--- config.mk ---
export PLATFORM = sky130hd
export DESIGN_NAME = tt_proj_mux_ctrl
export DESIGN_NICKNAME = d
export VERILOG_FILES = /design/src/rtl/tt_mux_pkg.sv /design/src/rtl/tt_ow_mux.sv /design/src/rtl/tt_proj_mux_ctrl.sv
export SDC_FILE = /design/constraint.sdc
export NUM_CORES = 1
export LEC_CHECK = 0
export ABC_AREA = 1
export BUFFER_PORTS_ARGS = -buffer_cell sky130_fd_sc_hd__buf_2
export CORE_AREA = 2 2 182 184
export DETAILED_ROUTE_END_ITERATION = 12
export DIE_AREA = 0 0 184 186
export GPL_TIMING_DRIVEN = 0
export PLACE_DENSITY = 0.54
export REMOVE_ABC_BUFFERS = 1
export SYNTH_ARGS = -nofsm -noshare
export SYNTH_HDL_FRONTEND = slang
export SYNTH_SLANG_ARGS = --single-unit
--- constraint.sdc ---
create_clock -name clk -period 2.3 [get_ports clk]
set_input_delay 0.23 -clock clk [delete_from_list [all_inputs] [get_ports clk]]
set_output_delay 0.23 -clock clk [all_outputs]
set_load 0.1 [all_outputs]
--- src/rtl/tt_mux_pkg.sv ---
// Shared types and bus field positions for the project mux controller.
package tt_mux_pkg;

  localparam int unsigned IW_W   = 18;
  localparam int unsigned OW_W   = 24;
  localparam int unsigned PAD_W  = 8;
  localparam int unsigned CNT_W  = 8;

  // Bit positions inside the broadcast iw bus
  localparam int unsigned IW_CLK = 0;
  localparam int unsigned IW_RST = 1;
  localparam int unsigned IW_UI  = 2;
  localparam int unsigned IW_UIO = 10;

  typedef enum logic [2:0] {
    IDLE   = 3'd0,
    DRAIN  = 3'd1,
    SWITCH = 3'd2,
    RESET  = 3'd3,
    ACTIVE = 3'd4
  } state_e;

endpackage

--- src/rtl/tt_ow_mux.sv ---
// Registered N_PROJ:1 selector of the project output words; zero when disabled.
module tt_ow_mux
  import tt_mux_pkg::*;
#(
  parameter int unsigned N_PROJ = 16,
  parameter int unsigned ADDR_W = 4
) (
  input  logic                     clk,
  input  logic                     rst_n,
  input  logic                     en_i,
  input  logic [ADDR_W-1:0]        sel_i,
  input  logic [OW_W*N_PROJ-1:0]   ow_all_i,
  output logic [OW_W-1:0]          ow_o
);

  logic [OW_W-1:0] ow_d;
  logic [OW_W-1:0] ow_q;

  // Pick the addressed slot; a disabled or out-of-range select yields zero (pads become inputs)
  always_comb begin
    ow_d = '0;
    if (en_i) begin
      for (int k = 0; k < int'(N_PROJ); k++) begin
        if (sel_i == ADDR_W'(k)) begin
          ow_d = ow_all_i[k*OW_W +: OW_W];
        end
      end
    end
  end

  // Output register
  always_ff @(posedge clk or negedge rst_n) begin
    if (!rst_n) begin
      ow_q <= '0;
    end else begin
      ow_q <= ow_d;
    end
  end

  assign ow_o = ow_q;

endmodule

--- src/rtl/tt_proj_mux_ctrl.sv ---
// Project select controller: sequences drain -> switch -> forced reset -> active.
module tt_proj_mux_ctrl
  import tt_mux_pkg::*;
#(
  parameter int unsigned N_PROJ    = 16,
  parameter int unsigned ADDR_W    = 4,
  parameter int unsigned DRAIN_CYC = 4,
  parameter int unsigned RST_CYC   = 8
) (
  input  logic                     clk,
  input  logic                     rst_n,
  input  logic                     sel_valid,
  input  logic [ADDR_W-1:0]        sel_addr,
  input  logic                     sel_none,
  output logic                     sel_ready,
  output logic                     sel_err,
  output logic                     busy,
  output logic [ADDR_W-1:0]        cur_addr,
  input  logic                     pad_clk,
  input  logic                     pad_rst_n,
  input  logic [PAD_W-1:0]         pad_ui,
  input  logic [PAD_W-1:0]         pad_uio,
  output logic [IW_W-1:0]          iw,
  output logic [N_PROJ-1:0]        ena_o,
  input  logic [OW_W*N_PROJ-1:0]   ow_all,
  output logic [OW_W-1:0]          ow_sel
);

  state_e              state_q, state_d;
  logic [CNT_W-1:0]    cnt_q, cnt_d;
  logic [ADDR_W-1:0]   cur_addr_q, cur_addr_d;
  logic [ADDR_W-1:0]   addr_q, addr_d;
  logic                none_q, none_d;
  logic                sel_err_q, err_d;
  logic                ready_q, ready_d;
  logic                busy_q, busy_d;
  logic                force_q, force_d;
  logic                ena_on_d;
  logic [N_PROJ-1:0]   ena_q, ena_d;
  logic                accept;
  logic                addr_ok;

  // Next state, counter, latched request and next output values
  always_comb begin
    state_d    = state_q;
    cnt_d      = cnt_q;
    cur_addr_d = cur_addr_q;
    addr_d     = addr_q;
    none_d     = none_q;
    err_d      = 1'b0;
    accept     = sel_valid & ready_q;
    addr_ok    = 32'(sel_addr) < N_PROJ;

    unique case (state_q)
      IDLE: begin
        // Nothing is enabled, so a valid select skips the drain
        if (accept && !sel_none) begin
          if (addr_ok) begin
            addr_d  = sel_addr;
            none_d  = 1'b0;
            state_d = SWITCH;
          end else begin
            err_d = 1'b1;
          end
        end
      end
      ACTIVE: begin
        if (accept) begin
          if (sel_none) begin
            none_d  = 1'b1;
            cnt_d   = CNT_W'(DRAIN_CYC - 1);
            state_d = DRAIN;
          end else if (addr_ok) begin
            addr_d  = sel_addr;
            none_d  = 1'b0;
            cnt_d   = CNT_W'(DRAIN_CYC - 1);
            state_d = DRAIN;
          end else begin
            err_d = 1'b1;
          end
        end
      end
      DRAIN: begin
        if (cnt_q == '0) begin
          state_d = none_q ? IDLE : SWITCH;
        end else begin
          cnt_d = cnt_q - CNT_W'(1);
        end
      end
      SWITCH: begin
        cur_addr_d = addr_q;
        cnt_d      = CNT_W'(RST_CYC - 1);
        state_d    = RESET;
      end
      RESET: begin
        if (cnt_q == '0) begin
          state_d = ACTIVE;
        end else begin
          cnt_d = cnt_q - CNT_W'(1);
        end
      end
      default: state_d = IDLE;
    endcase

    ready_d  = (state_d == IDLE) || (state_d == ACTIVE);
    busy_d   = (state_d == DRAIN) || (state_d == SWITCH) || (state_d == RESET);
    ena_on_d = (state_d == RESET) || (state_d == ACTIVE);
    force_d  = (state_d != ACTIVE);
  end

  // One-hot enable decode of the next selected slot
  always_comb begin
    ena_d = '0;
    for (int k = 0; k < int'(N_PROJ); k++) begin
      ena_d[k] = ena_on_d && (cur_addr_d == ADDR_W'(k));
    end
  end

  // State and output registers
  always_ff @(posedge clk or negedge rst_n) begin
    if (!rst_n) begin
      state_q    <= IDLE;
      cnt_q      <= '0;
      cur_addr_q <= '0;
      addr_q     <= '0;
      none_q     <= 1'b0;
      sel_err_q  <= 1'b0;
      ready_q    <= 1'b1;
      busy_q     <= 1'b0;
      force_q    <= 1'b1;
      ena_q      <= '0;
    end else begin
      state_q    <= state_d;
      cnt_q      <= cnt_d;
      cur_addr_q <= cur_addr_d;
      addr_q     <= addr_d;
      none_q     <= none_d;
      sel_err_q  <= err_d;
      ready_q    <= ready_d;
      busy_q     <= busy_d;
      force_q    <= force_d;
      ena_q      <= ena_d;
    end
  end

  tt_ow_mux #(
    .N_PROJ (N_PROJ),
    .ADDR_W (ADDR_W)
  ) u_ow_mux (
    .clk      (clk),
    .rst_n    (rst_n),
    .en_i     (ena_on_d),
    .sel_i    (cur_addr_d),
    .ow_all_i (ow_all),
    .ow_o     (ow_sel)
  );

  // Broadcast bus: pad signals pass straight through, project reset gated by the sequencer
  assign iw[IW_CLK]           = pad_clk;
  assign iw[IW_RST]           = pad_rst_n & ~force_q;
  assign iw[IW_UI +: PAD_W]   = pad_ui;
  assign iw[IW_UIO +: PAD_W]  = pad_uio;

  assign sel_ready = ready_q;
  assign sel_err   = sel_err_q;
  assign busy      = busy_q;
  assign cur_addr  = cur_addr_q;
  assign ena_o     = ena_q;

endmodule

==> metrics.csv, run 1 <==
metric,value,unit
status,finished with violations,
failing checks,"hold timing, setup timing",
max-cap viol count,0,
Tot GR Track Use,0.2132,
Post-Route WL,39660,µm
DR top layer,met5,
sequential area share after synthesis,0.2625,
Syn Inst Count,1021,
Final Max Tran Viols,0,
H-tree Lvls,3,
DP Wirelength,25270,µm
max_slew headroom,0.4199,
Yosys cell types,36,
CP Buf/Inv Count,3,
flop2flop setup slack,-280,ps
hold crit path type,in -> async,
Crit. End Element,flip-flop,
vias in the first global route,8623,
Final Hold Fails,6,
CP Depth,15,
crit path kind,reg -> reg,
Reg2Reg Depth,15,
post-synthesis xor/xnor area fraction,0.002912,
area grow syn2layout,74.52,%
Simple-Gate Fraction of Synth Area,0.5125,
CP peak stage delay,420,ps
Max VDD drop,0.0004234,V
IO Port Bufs,439,
Pwr Density,1420,nW/µm²
antenna violations before repair,3,
Synth Register Bits,63,
mapped cell area,6016,µm²
clock skew,16.78,ps
total CTS buffers,9,
Overall Power,14.90,mW
clk_lat worst skew,340,ps
share of the synthesized area in the top cell type,0.2537,
Yosys warning total,0,
Clock Pin Slew Worst Setup and Hold Paths,60,ps
CP Launch Type,flip-flop,
slowest CP cell,dfrtp_1,
fin nets,1924,
Remaining DRCs,0,
Compound-Gate Fraction of Synth Area,0.08257,
share of cells above drive strength 1,0.4723,
CP Max Fanout,8,
die area,34220,µm²
sequence of cells on the critical path,"nor2_4, buf_4, nand2_8, nand2_4, nand2_8, nor2_4, and2_4, inv_4, or2_1, nand2_1, nand4_1, nor2_1, nand4_1, nand2_1, inv_1",
Tmin final,2585,ps
# fillers,3523,
pin count of the biggest net entering global routing,64,
combinational family with the most area after synthesis,simple AND/OR/NAND/NOR gates,
TritonRoute pass-1 iters,8,
WP data arrival,2820,ps
highest clock rate,0.3869,GHz
M1 WL,17130,µm
Post-synth ARST share,1.000,
period utilization,1.124,
Post-DRT Antenna Nets,0,
Worst EP required,2540,ps
worst setup margin,-284.8,ps
global-route wire length before repair,52650,µm
routed via count,8926,
die extent in y,186,µm
via/cell ratio,4.627,
drt wl/cell,20.56,µm
RePlAce Congestion,0.8994,
"most common cell after layout, fill and taps aside",buf_2,
Static Leak,5.578,nW
Area contributors post-synth,"dfrtp_1 (25%), nand2_1 (21%), nand3_1 (8.7%)",
Syn Area/Cell,5.892,µm²
TritonCTS clock tree,built,
prevailing post-synth register cell,dfrtp_1,
# IOs,475,
CP top delay family,simple AND/OR/NAND/NOR gates,
1st-iter DRT viols,586,
Initial Util,0.1868,
Root Buffer,clkbuf_16,
cell area after layout,10500,µm²
hold_ws,-12.84,ps
synthesized-area fraction occupied by adder cells,0.002080,
Final Core Density,0.3260,
Final Setup Violations,24,
# rows,66,
met2 routed WL,17680,µm
core area,32210,µm²
met3 routed WL,3192,µm
cell taking the most area after synthesis,dfrtp_1,
number of flops mapped to enable cells by yosys,0,
placed instance area,8338,µm²
multiplexer share of the synthesized area,0,
global route total overflow,0,
RSZ-0062 raised after global routing,true,
CTS Sinks,63,
Die W,184,µm
Max clock buf depth,2,
Least-Margin Pin Slew,870.2,ps
most frequent cells in the layout,"buf_2 (438), nand2_1 (287), inv_1 (97)",
post-route setup TNS,-4800,ps
flip-flops by register name, summed over array words and instances, names as in the netlist:
| signal | count |
|---|---|
| u_ow_mux.ow_o | 24 |
| ena_o | 16 |
| cnt_q | 8 |
| addr_q | 4 |
| cur_addr | 4 |
| state_q | 3 |
| busy | 1 |
| force_q | 1 |
| none_q | 1 |
| sel_ready | 1 |
final cells by class:
type	count	area [µm²]	area share
Tap cell	408	510.5	0.04862
Clock inverter	6	37.54	0.003575
Sequential cell	63	1580	0.1505
Multi-Input combinational cell	794	4327	0.4121
Inverter	110	469.2	0.04469
Timing Repair Buffer	527	3277	0.3121
Timing Repair inverter	8	61.31	0.005840
Clock buffer	10	229.0	0.02181
Antenna cell	3	7.507	0.0007151
power breakdown:
part	internal (mW)	total [mW]	switching (mW)	leakage, nW
combinational	4.08	12.0	7.96	4.62
clock	0.724	1.27	0.547	0.124
sequential	1.43	1.60	0.171	0.831
total	6.23	14.9	8.68	5.58
final timing paths:
kind / endpoint / start
setup / recovery: u_ow_mux.ow_o[20]$_DFF_PN0_ / state_q[0]$_DFF_PN0_
min in group clk: addr_q[3]$_DFFE_PN0P_ / sel_addr[3]
hold reg to reg: cnt_q[4]$_DFFE_PN0P_ / cnt_q[4]$_DFFE_PN0P_
hold / removal: busy$_DFF_PN0_ / rst_n
setup reg to reg: u_ow_mux.ow_o[20]$_DFF_PN0_ / state_q[0]$_DFF_PN0_
max in group asynchronous: state_q[1]$_DFF_PN0_ / rst_n
through the flow:
step	worst slack, ps	hold WS (ps)	std cells
detailed placement	-1812	397.4	1797
finish	-284.8	-12.84	1929
floorplan	-637.7	-65.59	949
global placement	-1744	437.4	1796
global route	-425.7	56.72	1927
CTS	-298.4	28.93	1897
repair_timing:
| item | CTS | global route |
|---|---|---|
| setup endpoints to repair | 40 | 31 |
| buffers inserted | 60 | 25 |
| gates resized for setup | 91 | 87 |
| cloned | 24 | 6 |
| hold buffers | 0 | 0 |
| pin swaps | 48 | 55 |
cells in the mapped netlist, types with 17 or more instances:
master	count
o21ai_0	27
a21oi_1	65
inv_1	104
or2_2	27
nand3_1	105
or2_1	17
nand4_1	50
or2_0	19
nor2_1	95
clkbuf_1	18
nand2_1	331
buf_2	28
buf_4	23
dfrtp_1	61
per-layer routing:
layer / vias up / track usage
li1: 4231 / -
met1: 4069 / 0.2784
met2: 540 / 0.3473
met3: 82 / 0.04187
met4: 4 / 0.07392
met5: - / 0.02815
logic make-up (layout without fill, tap and decap cells):
logic type / after synthesis / in the layout
xor+xnor: 2 / 2
buf+inv: 182 / 661
simple gates: 675 / 693
fa+ha+maj: 1 / 1
other cells: 1 / 4
compound gates: 97 / 97
flops: 63 / 63
No activity file was read; power rests on OpenSTA's default activity.
==> run 2, diff against run 1 <==
- CORE_AREA: 2 2 182 184 -> 2 2 186 188
- DIE_AREA: 0 0 184 186 -> 0 0 188 190
- PLACE_DENSITY: 0.54 -> 0.53
==> metrics.csv, run 2 (synthesis gave the netlist of run 1 again) <==
metric,value,unit
flip-flop count of the largest register after layout,24,
area of the multi-input gates,4334,µm²
"most common cell after layout, fill and taps aside",buf_2,
slowest CP cell,dfrtp_1,
most frequent cells in the layout,"buf_2 (438), nand2_1 (296), inv_1 (94)",
Final Max Tran Viols,0,
WP data arrival,2880,ps
Worst EP required,2520,ps
CP peak stage delay,410,ps
flop2flop setup slack,-350,ps
post-route setup TNS,-6221,ps
failing checks,"hold timing, setup timing",
Crit Reg-Reg Startpoint,state_q[2]$_DFF_PN0_,
die area,35720,µm²
DP Wirelength,25540,µm
hold_ws,-10.73,ps
Crit. End Element,flip-flop,
Sequential cell area,1580,µm²
period utilization,1.152,
CP Launch Type,flip-flop,
core area,33950,µm²
Reg2Reg Depth,17,
RePlAce Congestion,0.9371,
Static Leak,5.568,nW
sequence of cells on the critical path,"nor2_4, buf_6, nand3b_1, nand2_2, nor2_4, buf_6, buf_12, nand2_8, nand2_1, inv_2, nand4_1, nand2_1, nand4_1, nand2_1, nand3_2, nand2_1, a21oi_1",
# IOs,475,
Remaining DRCs,0,
vias in the first global route,8809,
Final Hold Fails,4,
CP startpoint,state_q[2]$_DFF_PN0_,
global-route wire length before repair,53750,µm
1st-iter DRT viols,510,
worst setup margin,-350.2,ps
status,finished with violations,
Post-Route WL,39160,µm
Least-Margin Pin Slew,845.2,ps
share of cells above drive strength 1,0.4706,
hold crit path type,in -> async,
r2r endpoint,u_ow_mux.ow_o[11]$_DFF_PN0_,
CTS Sinks,63,
TritonCTS clock tree,built,
Final Setup Violations,24,
Max clock buf depth,2,
TritonRoute pass-1 iters,5,
crit path kind,reg -> reg,
clk_lat worst skew,340,ps
RSZ-0062 raised after global routing,true,
# rows,68,
H-tree Lvls,3,
antenna violations before repair,6,
IO Port Bufs,439,
Tot GR Track Use,0.2066,
die extent in y,190,µm
fin nets,1921,
Clock Pin Slew Worst Setup and Hold Paths,60,ps
Worst Setup Slack post-DPL,-1897,ps
Post-CTS Hold Fix Bufs,0,
Max VDD drop,0.0006646,V
max-cap viol count,0,
drt wl/cell,19.86,µm
Tmin final,2650,ps
Final Core Density,0.3115,
Overall Power,15.00,mW
Pwr Density,1419,nW/µm²
area grow syn2layout,75.77,%
"most used cell, CP",nand2_1,
routed via count,8861,
Root Buffer,clkbuf_16,
max_slew headroom,0.4366,
highest clock rate,0.3773,GHz
clock skew,11.38,ps
via/cell ratio,4.493,
pin count of the biggest net entering global routing,64,
Initial Util,0.1772,
Die W,188,µm
CP Max Fanout,11,
Post-DRT Antenna Nets,0,
total CTS buffers,9,
global route total overflow,0,
# fillers,3717,
==> run 2: cell types whose count changed in the layout (fill, tap and decap cells not counted), sizes merged <==
cell | before | now
inv | 107 | 103
clkinv | 3 | 4
buf | 523 | 527
bufbuf | 0 | 1
nor2 | 114 | 113
clkbuf | 14 | 10
diode | 3 | 2
==> run 2: layer usage <==
layer	vias to the layer above	wire, µm	GRT usage
met2	497	17700	0.3358
met5	-	43	0
met3	84	3149	0.04704
met1	4056	16600	0.2603
met4	6	1664	0.09388
li1	4218	-	-
==> run 2: worst max path at each step <==
stage / end / slack (ps) / cells after the start
2_1_floorplan: u_ow_mux.ow_o[0]$_DFF_PN0_ / -640 / 13
3_3_place_gp: u_ow_mux.ow_o[14]$_DFF_PN0_ / -1870 / 15
3_5_place_dp: u_ow_mux.ow_o[14]$_DFF_PN0_ / -1900 / 15
4_1_cts: u_ow_mux.ow_o[21]$_DFF_PN0_ / -380 / 19
5_1_grt: u_ow_mux.ow_o[21]$_DFF_PN0_ / -440 / 17
6_report: u_ow_mux.ow_o[11]$_DFF_PN0_ / -350 / 17
==> run 2: layout make-up <==
| cell class | instances | share of cell area |
|---|---|---|
| clock buffers | 10 | 0.02165 |
| flip-flops and latches | 63 | 0.1495 |
| well taps | 455 | 0.05384 |
| repair buffers | 528 | 0.3143 |
| inverters | 110 | 0.04331 |
| diodes | 2 | 0.0004733 |
| multi-input cells | 793 | 0.4099 |
| clock inverters | 6 | 0.003550 |
| repair inverters | 5 | 0.003550 |
==> run 2: repair_timing <==
action                                  4_1_cts  5_1_grt
pin swaps                                    67       58
endpoints found under the setup margin       40       43
resized for setup                           138       51
gates cloned                                 20        3
setup buffers                                70       19
hold endpoints to repair                      0        0
==> run 2: worst max-delay path, delay by kind of cell (launching register included) <==
| family | cells | cell delay [ps] |
|---|---|---|
| buffers and inverters | 4 | 550 |
| AOI/OAI and AO/OA | 1 | 50 |
| and+or+nand+nor | 12 | 1490 |
| DFF | 1 | 410 |
==> run 2: power by group <==
group / internal [mW] / total [mW] / switching, mW / leakage (nW)
combinational: 4.09 / 12.1 / 8.02 / 4.61
sequential: 1.42 / 1.61 / 0.189 / 0.831
clock: 0.724 / 1.28 / 0.552 / 0.124
==> run 2: per-stage QoR <==
step | instances | area [µm²] | hold WS, ps
4_1_cts | 1949 | 10200 | 28.44
6_report | 1972 | 10570 | -10.73
5_1_grt | 1971 | 10570 | 57.48
3_5_place_dp | 1844 | 8397 | 396.1
3_3_place_gp | 1843 | 8372 | 440.8
2_1_floorplan | 949 | 5605 | -65.59
==> run 3, diff against run 2 <==
- CORE_AREA: 2 2 186 188 -> unset
- CORE_ASPECT_RATIO: unset -> 0.5
- CORE_MARGIN: unset -> 2
- CORE_UTILIZATION: unset -> 23
- DIE_AREA: 0 0 188 190 -> unset
- PLACE_DENSITY: 0.53 -> 0.62
==> metrics.csv, run 3 (synthesis gave the netlist of run 1 again) <==
metric,value,unit
# IOs,475,
CP Buf/Inv Count,4,
total CTS buffers,9,
placed instance area,8238,µm²
core area,25440,µm²
cell area after layout,10670,µm²
antenna violations before repair,8,
highest clock rate,0.3953,GHz
H-tree Lvls,3,
global-route wire length before repair,56060,µm
# fillers,2837,
fin nets,1934,
Remaining DRCs,0,
die extent in y,118.4,µm
vias in the first global route,8790,
Static Leak,5.718,nW
Max VDD drop,0.0004805,V
Least-Margin Pin Slew,872.6,ps
Final Hold Fails,3,
"most used cell, CP",nand2_1,
WP data arrival,2760,ps
IO Port Bufs,439,
CP Launch Type,flip-flop,
Net Sw Frac,0.5736,
1st-iter DRT viols,890,
max_slew headroom,0.4182,
post-route setup TNS,-3233,ps
global route total overflow,0,
Root Buffer,clkbuf_16,
max-cap viol count,0,
Post-DRT Antenna Nets,0,
slowest CP cell,dfrtp_1,
Initial Util,0.2364,
RePlAce Congestion,0.9393,
Crit. End Element,flip-flop,
CP peak stage delay,410,ps
sequential share of power,0.109,
clock skew,8.166,ps
Die W,232.7,µm
sw power,8.443,mW
Pwr Density,1380,nW/µm²
CTS Sinks,63,
CP Max Fanout,11,
hold_ws,-1.182,ps
status,finished with violations,
RSZ-0062 raised after global routing,true,
combinational fraction of design power,0.800,
clk_lat worst skew,350,ps
Final Core Density,0.4193,
# rows,41,
DP Wirelength,26580,µm
TritonCTS clock tree,built,
Post-Route WL,41920,µm
power share of the clock group,0.091,
Worst EP required,2530,ps
share of cells above drive strength 1,0.4902,
Max clock buf depth,2,
via/cell ratio,4.890,
Worst Setup Slack post-DPL,-1978,ps
Internal,6.278,mW
Clock Pin Slew Worst Setup and Hold Paths,60,ps
period utilization,1.100,
Final Setup Violations,24,
worst setup margin,-229.6,ps
CP top delay family,simple AND/OR/NAND/NOR gates,
failing checks,"hold timing, setup timing",
flip-flop count of the largest register after layout,24,
Final Max Tran Viols,0,
routed via count,9193,
drt wl/cell,22.30,µm
die area,27540,µm²
"most common cell after layout, fill and taps aside",buf_2,
pin count of the biggest net entering global routing,64,
most frequent cells in the layout,"buf_2 (438), nand2_1 (286), inv_1 (96)",
Tot GR Track Use,0.2825,
crit path kind,reg -> reg,
TritonRoute pass-1 iters,5,
sequence of cells on the critical path,"nor2_4, buf_12, buf_6, nand3b_1, nand2_4, nor2_4, buf_12, nand2_4, nand2_1, inv_1, nand4_1, nand2_1, nand4_1, nand2_1, nand3_1, nand2_1, a21oi_1",
hold crit path type,in -> async,
Tmin final,2530,ps
area grow syn2layout,77.35,%
==> run 3: cell types whose count changed in the layout (fill, tap and decap cells not counted), sizes merged <==
cell      before  now
and2           5    7
buf          527  535
bufbuf         1    0
clkbuf        10   11
clkinv         4    6
clkinvlp      14   12
diode          2    8
inv          103  106
==> run 3: stage by stage <==
stage | power (mW) | instances
4_1_cts | 13.08 | 1833
2_1_floorplan | 6.638 | 949
5_1_grt | 15.56 | 1880
3_3_place_gp | 9.218 | 1732
6_report | 14.72 | 1880
3_5_place_dp | 9.249 | 1732
==> run 3: final cells by class <==
| cell class | instances | area (µm²) | share of cell area |
|---|---|---|---|
| inverters | 110 | 474.2 | 0.04445 |
| well taps | 344 | 430.4 | 0.04034 |
| clock buffers | 9 | 225.2 | 0.02111 |
| clock inverters | 7 | 56.30 | 0.005277 |
| flip-flops and latches | 63 | 1580 | 0.1481 |
| repair inverters | 7 | 73.82 | 0.006919 |
| diodes | 8 | 20.02 | 0.001876 |
| repair buffers | 537 | 3382 | 0.3170 |
| multi-input cells | 795 | 4427 | 0.4149 |
==> run 3: power by group through the flow <==
stage	sequential, mW	clock (mW)	combinational [mW]
floorplan	2.83	0	3.80
global placement	1.59	0	7.62
detailed placement	1.60	0	7.65
CTS	1.59	1.36	10.1
global route	1.63	1.41	12.5
finish	1.60	1.34	11.8
==> run 3: repair_timing <==
item / CTS / global route
hold buffers: 0 / 0
setup endpoints to repair: 40 / 43
setup buffers: 63 / 33
pin swaps: 24 / 56
gates cloned: 22 / 6
resized for setup: 106 / 116
==> run 3: path summary, 6_finish.rpt <==
kind                                       from                           to  slack (ps)  cells after the start
max                        state_q[0]$_DFF_PN0_  u_ow_mux.ow_o[11]$_DFF_PN0_        -230                     17
min                                       rst_n               busy$_DFF_PN0_          -1                      1
max reg2reg                state_q[0]$_DFF_PN0_  u_ow_mux.ow_o[11]$_DFF_PN0_        -230                     17
min reg2reg                cnt_q[4]$_DFFE_PN0P_         cnt_q[4]$_DFFE_PN0P_         470                      1
max in group asynchronous                 rst_n         state_q[1]$_DFF_PN0_        1700                      1
min in group clk                    sel_addr[0]        addr_q[0]$_DFFE_PN0P_          80                      3
==> run 3: worst register-to-register path: stages (launching register included) <==
cell and delay [ps]:
dfrtp_1 410, nor2_4 190, buf_12 140, buf_6 90
nand3b_1 100, nand2_4 120, nor2_4 70, buf_12 160
nand2_4 170, nand2_1 110, inv_1 70, nand4_1 100
nand2_1 70, nand4_1 290, nand2_1 140, nand3_1 80
nand2_1 60, a21oi_1 50
==> run 3: per-layer routing <==
metal / track usage / share of wire
met1: 0.3617 / 0.41
met5: 0.05147 / 0.0046
met2: 0.4310 / 0.44
met4: 0.08599 / 0.025
met3: 0.1098 / 0.12
